===== config.mk =====
export PLATFORM = sky130hd
export DESIGN_NAME = gate_test_sequencer
export DESIGN_NICKNAME = d
export VERILOG_FILES = /design/src/rtl/gate_test_sequencer.sv
export SDC_FILE = /design/constraint.sdc
export NUM_CORES = 1
export LEC_CHECK = 0
export ABC_AREA = 1
export BUFFER_PORTS_ARGS = -buffer_cell sky130_fd_sc_hd__buf_4
export CORE_ASPECT_RATIO = 2
export CORE_MARGIN = 8
export CORE_UTILIZATION = 32
export CTS_BUF_LIST = sky130_fd_sc_hd__clkbuf_4
export DETAILED_ROUTE_END_ITERATION = 16
export GPL_TIMING_DRIVEN = 0
export HOLD_SLACK_MARGIN = 0.1
export SLEW_MARGIN = 10
export SYNTH_ARGS = -nofsm -noshare
export SYNTH_HDL_FRONTEND = slang
export SYNTH_SLANG_ARGS = --single-unit

===== constraint.sdc =====
create_clock -name clk -period 1.7 [get_ports clk]
set_input_delay 0.17 -clock clk [delete_from_list [all_inputs] [get_ports clk]]
set_output_delay 0.17 -clock clk [all_outputs]
set_load 0.01 [all_outputs]

===== src/rtl/gate_test_sequencer.sv =====
// gate_test_sequencer: exhaustively drives a 2-input gate and checks y_in against a truth table
module gate_test_sequencer #(
    parameter int         SETTLE_CYCLES = 4,
    parameter logic [3:0] TRUTH         = 4'b1000
) (
    input  logic       clk,
    input  logic       rst_n,
    input  logic       start,
    input  logic       y_in,
    output logic       a_out,
    output logic       b_out,
    output logic       busy,
    output logic       done,
    output logic       pass,
    output logic [3:0] fail_vec,
    output logic [2:0] err_count
);
    typedef enum logic [2:0] {IDLE, APPLY, SETTLE, CHECK, FINISH} state_t;

    localparam logic [3:0] SETTLE_LD = 4'(SETTLE_CYCLES);

    state_t     state, state_nx;
    logic [1:0] idx;
    logic [3:0] cnt;
    logic       mism;

    assign mism  = y_in != TRUTH[idx];
    assign a_out = idx[1];
    assign b_out = idx[0];
    assign busy  = state == APPLY || state == SETTLE || state == CHECK;
    assign done  = state == FINISH;

    // state register
    always_ff @(posedge clk or negedge rst_n)
        if (!rst_n) state <= IDLE;
        else        state <= state_nx;

    // next-state logic
    always_comb begin
        state_nx = state;
        case (state)
            IDLE:    state_nx = start ? APPLY : IDLE;
            APPLY:   state_nx = SETTLE_LD == 4'd0 ? CHECK : SETTLE;
            SETTLE:  state_nx = cnt <= 4'd1 ? CHECK : SETTLE;
            CHECK:   state_nx = idx == 2'd3 ? FINISH : APPLY;
            FINISH:  state_nx = IDLE;
            default: state_nx = IDLE;
        endcase
    end

    // vector index, settle counter and result accumulation
    always_ff @(posedge clk or negedge rst_n) begin
        if (!rst_n) begin
            idx       <= 2'd0;
            cnt       <= 4'd0;
            pass      <= 1'b0;
            fail_vec  <= 4'd0;
            err_count <= 3'd0;
        end else begin
            case (state)
                IDLE: if (start) begin
                    idx       <= 2'd0;
                    pass      <= 1'b0;
                    fail_vec  <= 4'd0;
                    err_count <= 3'd0;
                end
                APPLY:  cnt <= SETTLE_LD;
                SETTLE: cnt <= cnt - 4'd1;
                CHECK: begin
                    if (mism) begin
                        fail_vec[idx] <= 1'b1;
                        err_count     <= err_count >= 3'd4 ? 3'd4 : err_count + 3'd1;
                    end
                    if (idx != 2'd3) idx  <= idx + 2'd1;
                    else             pass <= err_count == 3'd0 && !mism;
                end
                default: ;
            endcase
        end
    end
endmodule


After elaboration in Yosys (flattened, before gate mapping)
Index checks and enable logic that the tools add are counted.
- bits in registers: 17
- input port bits: 4
- output and inout bits: 12
- logic and storage cells: 59
- $add $sub $neg: 3
- order comparisons: 4
- eq/ne operators: 11
- multiplexer cells: 22
- bitwise logic cells: 1
- reduce and logical (&&, ||, !) cells: 12
- operator list (kind ; count):
    4-bit one-hot mux with 2 select lines ; 2
    3-bit two-way mux ; 4
    3-bit one-hot mux with 4 select lines ; 1
    3-bit AND reduction ; 3
    4-bit two-way mux ; 2
    2-bit != test (second input constant) ; 4
    3-bit by 2-bit == test with 1-bit output (second input constant) ; 2
    3-bit logical NOT ; 2
    1-bit two-way mux ; 6
    3-bit one-hot mux with 2 select lines ; 1
    4-bit by 1-bit less-or-equal comparator with 1-bit output (second input constant) ; 1
    2-bit two-way mux ; 2
    4-bit OR ; 1
    2-bit one-hot mux with 2 select lines ; 1
    2-bit nonzero test ; 2
    4-bit by 1-bit subtractor with 4-bit output (second input constant) ; 1
    3-bit by 1-bit adder with 3-bit output (second input constant) ; 1
    3-bit by 1-bit == test with 1-bit output (second input constant) ; 1
    3-bit == test (second input constant) ; 1
    3-bit greater-or-equal comparator (second input constant) ; 1
    2-bit by 3-bit less-than comparator with 1-bit output (second input constant) ; 1
    2-bit by 1-bit adder with 2-bit output (second input constant) ; 1
    1-bit binary-select mux with 2-bit select ; 1
    1-bit demux with 2-bit select ; 1
    8 further kinds ; 10

Depth between registers and ports, before layout
- word-level depth: 7
- mapped depth: 8
- mapped depth without buffers: 8

Worst setup path after synthesis
Ideal clock, no wire load.
- kind: flip-flop to flip-flop
- from: register idx[1]
- to: register err_count[0]
- library setup time: 0.117 ns
- data arrival time: 1.130 ns
- required time: 1.583 ns
- setup slack: 0.454 ns
- cell stages (with the launch flop): 8
- buffers on the path: 0
- period minus slack after synthesis: 1.246 ns
- cell sequence: dfrtp_1 > ha_1 > inv_1 > nand2_1 > nand2_1 > nand2_2 > nand3_1 > nand2_1
- word-level cells in the longest chain between the ends: 5
- RTL lines (what ; line ; text):
    start: declaration ; 23 ; logic [1:0] idx;
    start signal: assignment ; 74 ; if (idx != 2'd3) idx <= idx + 2'd1;
    1-bit binary-select mux with 2-bit select ; 27 ; assign mism = y_in != TRUTH[idx];
    1-bit two-way mux (implied by the code) ; 27 ;
    1-bit != test ; 27 ;
    2-bit != test (no source line) ; - ;
    3-bit AND reduction (no source line) ; - ;
    end signal: assignment ; 72 ; err_count <= err_count >= 3'd4 ? 3'd4 : err_count + 3'd1;
    end: declaration ; 16 ; output logic [2:0] err_count
Every way passes these cells. The select of a mux whose other input is x is not followed.
A chain may end at the register's enable or synchronous reset.

Final worst setup path
- from: register idx[1]
- to: register err_count[1]
The elaborated chain is that of the path after synthesis.

==> qor.csv <==
stage;metric;value;unit
run_status;status;complete, no violations;
yosys;fraction of registers with async set/reset;100;%
yosys;Post-synth top flop;dfrtp_1;
setup_path;Critical Path Max Stage Delay;0.43;ns
routing;Final ANT Viol Nets;0;
clocking;cts bufs inserted;3;
sta;Max Transition Viols Final;0;
global_route;first-pass GRT wire length;3480;µm
yosys;synth unique cells;19;
clocking;CTS HTree Levels;1;
global_route;Total GRT Usage;8.92;%
sta;RSZ-0062 raised after global routing;no;
die;Die Y;93.6;µm
placed_design;number of port buffers;15;
global_route;vias in the first global route;797;
clocking;Clock transition at path regs;0.10;ns
sta;Setup Total Neg Slack;0;ns
sta;Worst slew margin;82.0;%
yosys;Avg Synthesized Cell Area;8.76;µm²
setup_path;nature of the critical path endpoint;flop;
finish;Filler cells;320;
sta;final setup vio count;0;
global_route;total gr overflow;0;
routing;1st-pass router iterations;4;
finish;FF/Latch Area;425;µm²
die;row count;28;
setup_path;critical path class;flop to flop;
yosys;post-synth top area cell;dfrtp_1;
clocking;Root Driver;clkbuf_4;
setup_path;Critical-path top delay cell;dfrtp_1;
routing;initial DRC count;8;
setup_path;element type at the critical path start;flop;
placed_design;placed cell count;155;
yosys;Synth top cells by count;inv_1 (18), dfrtp_1 (17), nand2_1 (17);
setup_path;most used cell, CP;nand2_1;
sta;final hold viol count;0;
sta;Worst Skew;0.00312;ns
die;area of the core;2910;µm²
yosys;sequential-to-total area share from yosys stat;44.2;%
finish;Final nets;143;
yosys;post-synth top area share;44.2;%
yosys;Synth area leaders;dfrtp_1 (44%), ha_1 (10%), inv_1 (7.0%), nand3_1 (6.8%), nand2_1 (6.6%);
yosys;mapped cell area;963;µm²
placed_design;DP HPWL;1580;µm
finish;diode count;0;
finish;area growth from synthesis to layout;19.7;%
sta;fin crit share;81.4;%
die;DIE WIDTH;54.8;µm
setup_path;critical-path cell list;ha_1 > inv_1 > nand2_1 > nand2_1 > nand2_2 > nand2_1 > nand2_1 > nand2_1;
global_route;largest net degree at the start of global routing;18;
routing;Vias/cell;4.61;
finish;layout cell share with drive strength beyond 1;28.5;%
die;DIE AREA;5130;µm²
routing;total number of vias;738;
power_and_ir_drop;Max IR drop VDD;0.000683;V
power_and_ir_drop;P per Cell Area;1560;nW/µm²
placed_design;gp weighted congestion;0.718;
power_and_ir_drop;leakage;0.603;nW
setup_path;crit path DAT;1.62;ns
setup_path;worst path bufs/invs;1;
sta;Worst Tran Pin Value;0.271;ns
finish;final std cells w/o fill;160;
clocking;clock sinks;17;
setup_path;Largest delay share family, worst path;simple AND/OR/NAND/NOR gates;
routing;wire per inst;12.4;µm
sta;Fmax;723;MHz
routing;residual DRC count;0;
sta;min Tclk post-route;1.38;ns
run;maxcap violations;0;
finish;Multi-input gate area;455;µm²
clocking;Clk Latency, worst-skew pair;0.29;ns
worst_hold_path;min-delay worst type;input port to flop;
yosys;Syn Nets;122;
yosys;Synth Register Bits;17;
yosys;Post-synth EDFFs;0;
yosys;synth warn;0;
yosys;most numerous cell in the Yosys netlist;inv_1;
clocking;clock tree buffer depth;2;
die;# IOs;16;
setup_path;CP Data Required Time;1.94;ns
clocking;CTS tree;done;
global_route;initial antenna violation count;0;
yosys;Gate Count Post-Synth;110;
routing;drt total wl;1990;µm
die;Initial Util;33.1;%
clocking;# Post-CTS Setup Buffers;0;
setup_path;CP Max Fanout;5;
==> repair_timing <==
| action | CTS | global route |
|---|---|---|
| hold buffers | 1 | 0 |
| hold endpoints to repair | 17 | 0 |
| resized for setup | 0 | 0 |
| endpoints found under the setup margin | 0 | 0 |
==> worst register-to-register path: cells and delay by family, from the launching register on <==
kind / cells / cell delay [ns]
buffers and inverters: 1 / 0.09
AND/OR/NAND/NOR: 6 / 0.54
adder cells (fa/ha/maj): 1 / 0.26
flip-flops: 1 / 0.43
==> power by group <==
group / internal (mW) / total, mW / switching, mW / leakage, nW
Clock: 0.107 / 0.236 / 0.129 / 0.0184
Sequential: 0.543 / 0.674 / 0.131 / 0.224
Combinational: 0.363 / 0.887 / 0.525 / 0.360
Total: 1.01 / 1.80 / 0.785 / 0.603
==> logic make-up after synthesis <==
logic type | synth area share (%)
buffers and inverters | 8.57
flip-flops | 44.2
AND/OR/NAND/NOR | 27.1
AO/OA/AOI/OAI | 8.83
XOR/XNOR | 0.909
adder cells (fa/ha/maj) | 10.4
==> per-stage QoR <==
stage / hold slack (ns) / util (%) / power (mW) / cell area [µm²] / worst slack, ns
after detailed placement: 0.0569 / 38.3 / 1.60 / 1110 / 0.340
after global routing: 0.187 / 39.7 / 1.98 / 1150 / 0.118
final: 0.162 / 39.7 / 1.80 / 1150 / 0.317
after floorplan: -0.126 / - / 1.30 / 963 / 0.454
after CTS: 0.148 / 39.7 / 1.85 / 1150 / 0.295
after global placement: 0.0492 / 38.3 / 1.57 / 1110 / 0.364
==> flip-flops by register name (all words and copies together), names as in the netlist <==
| register | cells |
|---|---|
| pass | 1 |
| idx | 2 |
| fail_vec | 4 |
| err_count | 3 |
| state | 3 |
| cnt | 4 |
==> worst paths after layout <==
kind	startpoint	endpoint	slack (ns)	depth (start not counted)
setup / recovery	idx[1]	err_count[1]	0.32	8
hold / removal	y_in	fail_vec[3]	0.16	4
setup reg to reg	idx[1]	err_count[1]	0.32	8
hold reg to reg	fail_vec[0]	fail_vec[0]	0.52	2
max in group asynchronous	rst_n	fail_vec[0]	1.23	2
min in group asynchronous	rst_n	state[1]	0.27	2
==> cell type report <==
| cell class | count | share of cell area (%) |
|---|---|---|
| Clock buffer | 4 | 2.60 |
| Inverter | 22 | 7.16 |
| Multi-Input combinational cell | 71 | 39.5 |
| Sequential cell | 17 | 36.9 |
| Tap cell | 30 | 3.25 |
| Timing Repair Buffer | 16 | 10.6 |
==> per-layer routing <==
metal / part of all wire (%) / GRT usage [%] / wire length, µm
met1: 36 / 9.18 / 719
met2: 59 / 15.9 / 1170
met3: 3.9 / 1.59 / 77
met4: 1.4 / 4.34 / 27
met5: 0 / 0 / 0
==> placed cells by master, fill, tap and decap left out, types with 2 or more instances in the layout <==
cell      Yosys  final
nand2_1      17     17
dfrtp_1      17     17
clkbuf_4      0      4
nand2_2       6      6
nor2_1        8      8
o21ai_2       5      5
nand3_1      13     13
a21oi_1       5      5
ha_1          8      8
inv_2         3      3
nand2_4       2      2
inv_1        18     18
buf_4         0     15
(Power assumes the default switching activity.)
